--- src/rtl/bw_insn_window.sv ---
`default_nettype none
// ============================================================================
//  Module   : rfBlackWidowPkg / bw_insn_window
//  Purpose  : Instruction window queue between fetch and the BlackWidow
//             decoder. Fetched words are buffered in a circular queue. The
//             oldest word and the three words behind it are presented to
//             decode. The window is ready once the head instruction and its
//             whole constant-postfix group (CON1/CON2/CON3) are present. A
//             take retires the head together with its postfixes in one cycle.
//  Ports    : clk_i, rst_ni (sync, active low), flush_i
//             fetch_v_i / fetch_cnt_i / fetch_pc_i / fetch_ins_i -> push side
//             fetch_rdy_o : at least two free entries
//             ir_o..ir3_o, slot_v_o, pc_o, len_o, win_rdy_o   -> decode side
//             take_i      : decode accepts the head instruction
//  Revision : 1.0  initial release
// ============================================================================

package rfBlackWidowPkg;

    typedef struct packed {
        logic [32:0] payload;
        logic [6:0]  opcode;
    } AnyFmt;

    typedef union packed {
        AnyFmt       any;
        logic [39:0] raw;
    } Instruction;

    localparam logic [6:0] ADD  = 7'h02;
    localparam logic [6:0] ADDI = 7'h04;
    localparam logic [6:0] ORI  = 7'h0E;
    localparam logic [6:0] LDO  = 7'h46;
    localparam logic [6:0] CON1 = 7'h50;
    localparam logic [6:0] CON2 = 7'h51;
    localparam logic [6:0] CON3 = 7'h52;

endpackage

module bw_insn_window
    import rfBlackWidowPkg::*;
#(
    parameter int DEPTH = 8,
    parameter int ISTEP = 5
) (
    input  logic        clk_i,
    input  logic        rst_ni,
    input  logic        flush_i,
    input  logic        fetch_v_i,
    input  logic [1:0]  fetch_cnt_i,
    input  logic [63:0] fetch_pc_i,
    input  Instruction  fetch_ins_i [0:1],
    output logic        fetch_rdy_o,
    output Instruction  ir_o,
    output Instruction  ir1_o,
    output Instruction  ir2_o,
    output Instruction  ir3_o,
    output logic [3:0]  slot_v_o,
    output logic [63:0] pc_o,
    output logic [2:0]  len_o,
    output logic        win_rdy_o,
    input  logic        take_i
);

    localparam int c_PTR_W = $clog2(DEPTH);
    localparam int c_CNT_W = c_PTR_W + 1;
    localparam logic [c_CNT_W-1:0] c_PUSH_LIMIT = c_CNT_W'(DEPTH - 2);
    localparam logic [63:0]        c_ISTEP      = 64'(ISTEP);

    // Queue storage; contents are never cleared, validity comes from r_count.
    Instruction         r_word [DEPTH];
    logic [63:0]        r_pc   [DEPTH];
    logic [c_PTR_W-1:0] r_head;
    logic [c_PTR_W-1:0] r_tail;
    logic [c_CNT_W-1:0] r_count;

    Instruction         w_slot   [4];
    logic [c_PTR_W-1:0] w_idx    [4];
    logic [3:0]         w_slot_v;
    logic [3:1]         w_is_con;
    logic [1:0]         w_pfx;
    logic [2:0]         w_len;
    logic               w_win_rdy;
    logic               w_fetch_rdy;
    logic               w_push;
    logic               w_pop;
    logic [c_CNT_W-1:0] w_push_n;
    logic [c_CNT_W-1:0] w_pop_n;

    // Window slots: pointer arithmetic wraps naturally at c_PTR_W bits, so
    // a group straddling the last entry needs no special handling.
    genvar k;
    for (k = 0; k < 4; k++) begin : g_slot
        assign w_idx[k]    = r_head + c_PTR_W'(k);
        assign w_slot_v[k] = (r_count > c_CNT_W'(k));
        // Invalid slots read as zero so they can never look like a CON word.
        assign w_slot[k]   = w_slot_v[k] ? r_word[w_idx[k]] : '0;
        if (k > 0) begin : g_con
            assign w_is_con[k] = (w_slot[k].any.opcode == CON1) ||
                                 (w_slot[k].any.opcode == CON2) ||
                                 (w_slot[k].any.opcode == CON3);
        end
    end

    // Postfix count: run of consecutive CON words starting at slot 1.
    always_comb begin
        w_pfx = 2'd0;
        if (w_is_con[1]) begin
            w_pfx = 2'd1;
            if (w_is_con[2]) begin
                w_pfx = 2'd2;
                if (w_is_con[3]) begin
                    w_pfx = 2'd3;
                end
            end
        end
    end

    assign w_len = {1'b0, w_pfx} + 3'd1;

    // Ready needs either a visible non-CON terminator behind the group or a
    // group at its maximum size, otherwise more postfixes may still arrive.
    assign w_win_rdy   = w_slot_v[0] &&
                         ((w_pfx == 2'd3) ||
                          (r_count >= (c_CNT_W'(w_pfx) + c_CNT_W'(2))));
    assign w_fetch_rdy = (r_count <= c_PUSH_LIMIT);

    // Free-space check uses the pre-pop count; reset and flush kill both.
    assign w_push   = rst_ni && !flush_i && fetch_v_i && w_fetch_rdy;
    assign w_pop    = rst_ni && !flush_i && take_i && w_win_rdy;
    assign w_push_n = w_push ? ((fetch_cnt_i == 2'd2) ? c_CNT_W'(2) : c_CNT_W'(1))
                             : '0;
    assign w_pop_n  = w_pop ? c_CNT_W'(w_len) : '0;

    always_ff @(posedge clk_i) begin
        if (w_push) begin
            r_word[r_tail] <= fetch_ins_i[0];
            r_pc[r_tail]   <= fetch_pc_i;
            if (fetch_cnt_i == 2'd2) begin
                r_word[r_tail + c_PTR_W'(1)] <= fetch_ins_i[1];
                r_pc[r_tail + c_PTR_W'(1)]   <= fetch_pc_i + c_ISTEP;
            end
        end
    end

    always_ff @(posedge clk_i) begin
        if (!rst_ni || flush_i) begin
            r_head  <= '0;
            r_tail  <= '0;
            r_count <= '0;
        end else begin
            if (w_push) begin
                r_tail <= r_tail + w_push_n[c_PTR_W-1:0];
            end
            if (w_pop) begin
                r_head <= r_head + c_PTR_W'(w_len);
            end
            r_count <= r_count + w_push_n - w_pop_n;
        end
    end

    assign ir_o        = w_slot[0];
    assign ir1_o       = w_slot[1];
    assign ir2_o       = w_slot[2];
    assign ir3_o       = w_slot[3];
    assign slot_v_o    = w_slot_v;
    assign pc_o        = w_slot_v[0] ? r_pc[r_head] : '0;
    assign len_o       = w_len;
    assign win_rdy_o   = w_win_rdy;
    assign fetch_rdy_o = w_fetch_rdy;

endmodule

`default_nettype wire
--- config.mk ---
export PLATFORM = sky130hd
export DESIGN_NAME = bw_insn_window
export DESIGN_NICKNAME = d
export VERILOG_FILES = /design/src/rtl/bw_insn_window.sv
export SDC_FILE = /design/constraint.sdc
export NUM_CORES = 2
export LEC_CHECK = 0
export BUFFER_PORTS_ARGS = -buffer_cell sky130_fd_sc_hd__buf_2
export CORE_MARGIN = 2
export CORE_UTILIZATION = 55
export CTS_BUF_LIST = sky130_fd_sc_hd__clkbuf_8
export CTS_CLUSTER_DIAMETER = 100
export DETAILED_ROUTE_END_ITERATION = 6
export PLACE_DENSITY = 0.8
export RECOVER_POWER = 50
export SYNTH_ARGS = -nofsm -noshare
export SYNTH_HDL_FRONTEND = slang
export SYNTH_SLANG_ARGS = --single-unit
--- constraint.sdc ---
create_clock -name clk_i -period 21.8 [get_ports clk_i]
set_clock_uncertainty 0.05 [all_clocks]
set_input_delay 1.09 -clock clk_i [delete_from_list [all_inputs] [get_ports clk_i]]
set_output_delay 1.09 -clock clk_i [all_outputs]
set_load 0.02 [all_outputs]
# ---- Word-level counts from Yosys, hierarchy flattened
# Memory sizes are Yosys's and may differ from the RTL's. A register that Yosys moved wholly into a read port is not among the register bits.
# Cells that the tools add are included.
dict set report word_totals {
  inputBits 151
  reg_bits 10
  romBits 0
  latchBits 0
  output_inout_bits 233
  word_cells 69
  mem_count 2
  ram_bits 832
}
# memory depth word_bits rd rd_clocked_by_memory_dff wr line
set memory_table {}
lappend memory_table {r_pc 8 64 1 1 2 72} ;# logic [63:0] r_pc [DEPTH];
lappend memory_table {r_word 8 40 4 1 2 71} ;# Instruction r_word [DEPTH];
dict set report op_classes {
  div_mod_pow 0
  bitwise 0
  n_eq_ne 11
  n_mux 20
  shifts 0
  n_reduce_logical 16
  n_addsub 11
  magnitude_cmp 6
  multipliers 0
}
# op count
set op_table {}
lappend op_table {{$mux 40} 4}
lappend op_table {{$add 64x3->64 const B} 1}
lappend op_table {{$mux 64} 1}
lappend op_table {{$eq 7x7->1 const B} 9}
lappend op_table {{$mux 3} 5}
lappend op_table {{$gt 4x1->1 const B} 2}
lappend op_table {{$gt 4x2->1 const B} 2}
lappend op_table {{$logic_or 1x1->1} 8}
lappend op_table {{$mux 2} 4}
lappend op_table {{$add 3x1->3 const B} 2}
lappend op_table {{$add 3x2->3 const B} 2}
lappend op_table {{$logic_and 1x1->1} 6}
lappend op_table {{$mux 1} 6}
lappend op_table {{$add 4x2->4} 1}
lappend op_table {{$eq 2x2->1 const B} 2}
lappend op_table {{$ge 4x3->1} 1}
lappend op_table {{$le 4x3->1 const B} 1}
lappend op_table {{$sub 4x3->4} 1}
lappend op_table {{$add 2x1->3 const B} 1}
lappend op_table {{$add 2x2->3 const B} 1}
lappend op_table {{$add 3x2->3} 1}
lappend op_table {{$add 3x3->3} 1}
lappend op_table {{$logic_not 1->1} 2}

# ---- Logic depth before layout (Yosys ltp)
# An unclocked memory read counts as a cell.
dict set report logic_depth {
  depth_word 16
  ltp_mapped 27
  depth_no_buf 22
}

# ---- Worst setup path after synthesis
# OpenSTA, ideal clock, no wires.
dict set report synth_timing {
  path_type {in2reg}
  from {input port flush_i}
  to {memory r_pc[2][0] (enable)}
  n_path_buf 1
  stages 3
  path_slack_ps 8880
  required_ps 20901
  setup_ps 849
  arrival_ps 12021
  cell_sequence {nand2b_1 clkbuf_1 o41ai_1}
}
# item line
set synth_lines {}
lappend synth_lines {{start: declaration} 48} ;# input logic flush_i,
lappend synth_lines {{end: declaration} 72}

# ---- Worst setup path after layout
dict set report layout_timing {
  from {register r_count[2]}
  to {output port win_rdy_o}
}
dict set report layout_via {
  elab_chain_len 12
  elab_cells_between_ends 30
  classes_between {add/sub: 1; order compare: 5; eq/ne: 10; mux: 6; reduce/logical: 8}
}
# item line
set layout_rtl {}
lappend layout_rtl {{start: declaration} 75} ;# logic [c_CNT_W-1:0] r_count;
lappend layout_rtl {{start signal: assignment} 158} ;# r_count <= r_count + w_push_n - w_pop_n;
lappend layout_rtl {{$gt 4x2->1} 95} ;# assign w_slot_v[k] = (r_count > c_CNT_W'(k));
lappend layout_rtl {{$mux 40} 97} ;# assign w_slot[k] = w_slot_v[k] ? r_word[w_idx[k]] : '0;
lappend layout_rtl {{$eq 7x7->1, on equally long branches} {99, 100}}
lappend layout_rtl {{$logic_or 1x1->1} 99} ;# assign w_is_con[k] = (w_slot[k].any.opcode == CON1) ||
lappend layout_rtl {{$logic_or 1x1->1} 100} ;# (w_slot[k].any.opcode == CON2) ||
lappend layout_rtl {{$mux 1} 112} ;# if (w_is_con[3]) begin
lappend layout_rtl {{$mux 2} 110} ;# if (w_is_con[2]) begin
lappend layout_rtl {{$mux 2} 108} ;# if (w_is_con[1]) begin
lappend layout_rtl {{$add 2x2->3} 125} ;# (r_count >= (c_CNT_W'(w_pfx) + c_CNT_W'(2))));
lappend layout_rtl {{$ge 4x3->1} 125}
lappend layout_rtl {{$logic_or 1x1->1} 124} ;# ((w_pfx == 2'd3) ||
lappend layout_rtl {{$logic_and 1x1->1 *} 123} ;# assign w_win_rdy = w_slot_v[0] &&
lappend layout_rtl {{end: declaration} 61} ;# output logic win_rdy_o,
# Every way passes the cells marked *; elsewhere a longest branch is shown, timed or not.

==> run metrics <==
outcome=finished, violations left; failing checks=design-rule violations, max-capacitance violations, max-slew violations; Switching Power=0.858 mW; CP endpoint kind=output pin; PortBufs=383; synthesized flop and latch total=845; Post-Syn Nets=4818; layout cells sized above 1=0.213; Iter 0 DRT Violations=6154; synthesized area=0.0526 mm²; crit-path cells=nor2_4, clkbuf_1, inv_1, nor2_4, clkbuf_1, nor3_1, nor4b_1, o21a_1, ha_1, nand2b_1, a21o_1, a2111oi_0, nor2_1, buf_2; RSZ-0062 raised after global routing=false; reg-to-reg startpoint=r_count[2]; main combinational cell family by area after synthesis=multiplexers; worst setup path class=flop to output pin; Worst path max stage delay=2.10 ns; Die Area=0.0982 mm²; GP Congestion=0.896; Clock power frac=0.403; crit-path max FO=42; FMAX=0.0989 GHz; Clock Latency Late Sink=0.83 ns; cts bufs inserted=144; routed length per instance=27.1 µm; Req. time, crit path=20.66 ns; NumNets Final=4965; fin crit period=10.11 ns; Synth Warn #=0; vias in the first global route=39.1k; Post-Place Cell Area=0.0550 mm²; DP Wirelength=97800 µm; Total GRT Usage=0.338; Slew @ Worst Pin=4.92 ns; CTS max path bufs=3; switching portion of total power=0.250; first-pass GRT wire length=246000 µm; post-synthesis cell count=4648; Finished Core Util=0.604; cts repair resizes=0; DRC=13; Flop pwr share=0.525; Max Cap Viol=31; initial antenna violation count=36; max-slew violation count=1142; final instance area=0.0573 mm²; Max transition margin=-2.28; Critical-path top delay cell=clkbuf_1; Static Leak=20.0 nW; CTS clk-pin slew, worst paths=0.06 ns; Synth Area in Compound Gates=0.0134; Hold Crit Depth=3; hold crit path type=primary input to flop; Seq/Total Area, Yosys=0.480; Comb pwr share=0.073; Post-synth EDFFs=832; Die Y=313 µm; largest net degree at the start of global routing=136; Max IR drop VDD=0.0553 mV; Ports=384; Synth async-reset ratio=0; mux contribution to synthesized area=0.225; Syn Area/Cell=11.3 µm²; PD cells=59.9 mW/mm²; H-tree Lvls=4; Area Growth Syn to Fin=8.92%; CTS tree=done; setup_tns=0 ns; DR vias/cell=6.48; postcts setup bufs=0; post-synthesis adder-cell area fraction=0.00509; DIE WIDTH=313 µm; WHS=0.510 ns; drt pass-1 iters=7; CTS Hold Bufs=0; hold violation count in the final report=0; internal power=2.58 mW; worst reg2reg path endpoint=r_count[3]; hold path endpoint=r_tail[0]; critical path arrival=8.97 ns; number of cells on the worst reg-to-reg path=21; r2r setup slk=12.02 ns; overflow left after global routing=0; Routed Antenna Nets=0; period utilisation layout=0.464; final WL=168000 µm; CTS sink cnt=845; prevailing post-synth register cell=edfxtp_1; xor and xnor area share after synthesis=0.0832; Initial Utilization=0.555; vias=40.1k; Row Count=113; Setup-failing EPs final=0; CORE AREA=0.0949 mm²; Synth Area in Simple Gates=0.154; critical path launch point type=flop; Worst Min Path Start=fetch_v_i; Synth cell types=64; CTS Root Cell=clkbuf_8
[worst max path at each step]
stage | startpoint | to | slack (ns) | cells past startpoint
after floorplan | flush_i | r_pc[2][0] | 8.88 | 3
after global placement | r_head[0] | r_count[3] | 14.45 | 21
after detailed placement | r_head[0] | r_count[3] | 14.39 | 21
after CTS | r_head[0] | win_rdy_o | 13.95 | 14
after global routing | r_count[2] | win_rdy_o | 11.34 | 14
final | r_count[2] | win_rdy_o | 11.69 | 14
[cell usage after synthesis, drive strengths merged (2+ instances only)]
master	number	area share
xor2	243	0.040
and4	3	0.00050
nand3b	4	0.00057
or2	6	0.00076
xnor2	257	0.043
fa	4	0.0015
nor4	15	0.0024
nor2	559	0.040
ha	15	0.0036
or4	5	0.00086
edfxtp	832	0.47
nand2b	7	0.00083
and2	5	0.00059
nand2	1231	0.088
o22ai	4	0.00048
a22o	3	0.00050
a21o	2	0.00029
nor2b	6	0.00071
mux2i	257	0.049
nand3	61	0.0058
o21ai	22	0.0021
nand4	13	0.0018
clkbuf	245	0.018
and3	18	0.0021
a21oi	79	0.0076
mux2	6	0.0013
buf	205	0.020
or3	10	0.0012
nor4b	2	0.00033
dfxtp	13	0.0049
mux4	409	0.17
nand4b	4	0.00078
a211oi	5	0.00071
nor3	58	0.0068
inv	28	0.0020
[through the flow]
| stage | cells | power [mW] | setup slack [ns] |
|---|---|---|---|
| floorplan | 4648 | 2.00 | 8.88 |
| global placement | 5914 | 2.07 | 14.45 |
| detailed placement | 5914 | 2.08 | 14.39 |
| CTS | 6162 | 3.43 | 13.95 |
| global route | 6182 | 3.52 | 11.34 |
| finish | 6187 | 3.43 | 11.69 |
[cell usage in the layout, fill, tap and decap left out, types with 25 or more instances in the layout]
cell type / count
a21oi_1: 79
buf_2: 375
buf_4: 40
clkbuf_1: 34
clkbuf_8: 146
clkinv_1: 31
diode_2: 25
edfxtp_1: 832
inv_1: 65
mux2i_1: 257
mux4_2: 409
nand2_1: 1230
nand3_1: 61
nor2_1: 556
nor3_1: 51
xnor2_1: 256
xor2_1: 242
[worst max-delay path: cells and delay by family, from the launching register on]
kind	cells	cell delay, ns
flops	1	0.40
fa+ha+maj	1	0.22
buf+inv	4	4.75
compound gates	3	1.23
simple gates	6	1.51
[cell families (layout without fill, tap and decap cells)]
| logic type | Yosys count | in the layout |
|---|---|---|
| AOI/OAI and AO/OA | 126 | 126 |
| and+or+nand+nor | 2007 | 2007 |
| other | 0 | 25 |
| xor gates and xnor gates | 500 | 500 |
| muxes | 672 | 672 |
| buffers and inverters | 479 | 728 |
| adders and majority gates | 19 | 19 |
| DFF | 845 | 845 |
[state kept, by name, indices dropped and copies added, names as in the netlist, named ones only]
signal   cells
r_count      4
r_word     320
r_pc       512
r_tail       3
r_head       3
[layout make-up]
| type | instances | area (µm²) |
|---|---|---|
| Antenna cell | 25 | 62.6 |
| Clock buffer | 146 | 2010 |
| Clock inverter | 102 | 659 |
| Fill cell | 7262 | 37500 |
| Inverter | 29 | 109 |
| Multi-Input combinational cell | 3324 | 25300 |
| Sequential cell | 845 | 25300 |
| Tap cell | 1265 | 1580 |
| Timing Repair Buffer | 451 | 2340 |
[routing by layer]
metal / vias to the layer above / GRT usage / routed length, µm
met1: 19300 / 0.426 / 55000
met2: 3376 / 0.536 / 78500
met5: - / 0 / 160
li1: 16700 / - / -
met3: 740 / 0.0842 / 23800
met4: 26 / 0.194 / 10000
[power by group through the flow]
stage	Combinational [mW]	Sequential (mW)	Clock, mW
finish	0.249	1.80	1.38
global placement	0.236	1.83	0
detailed placement	0.245	1.83	0
floorplan	0.170	1.83	0
global route	0.267	1.80	1.45
CTS	0.246	1.80	1.39
No activity file was read; power rests on OpenSTA's default activity.
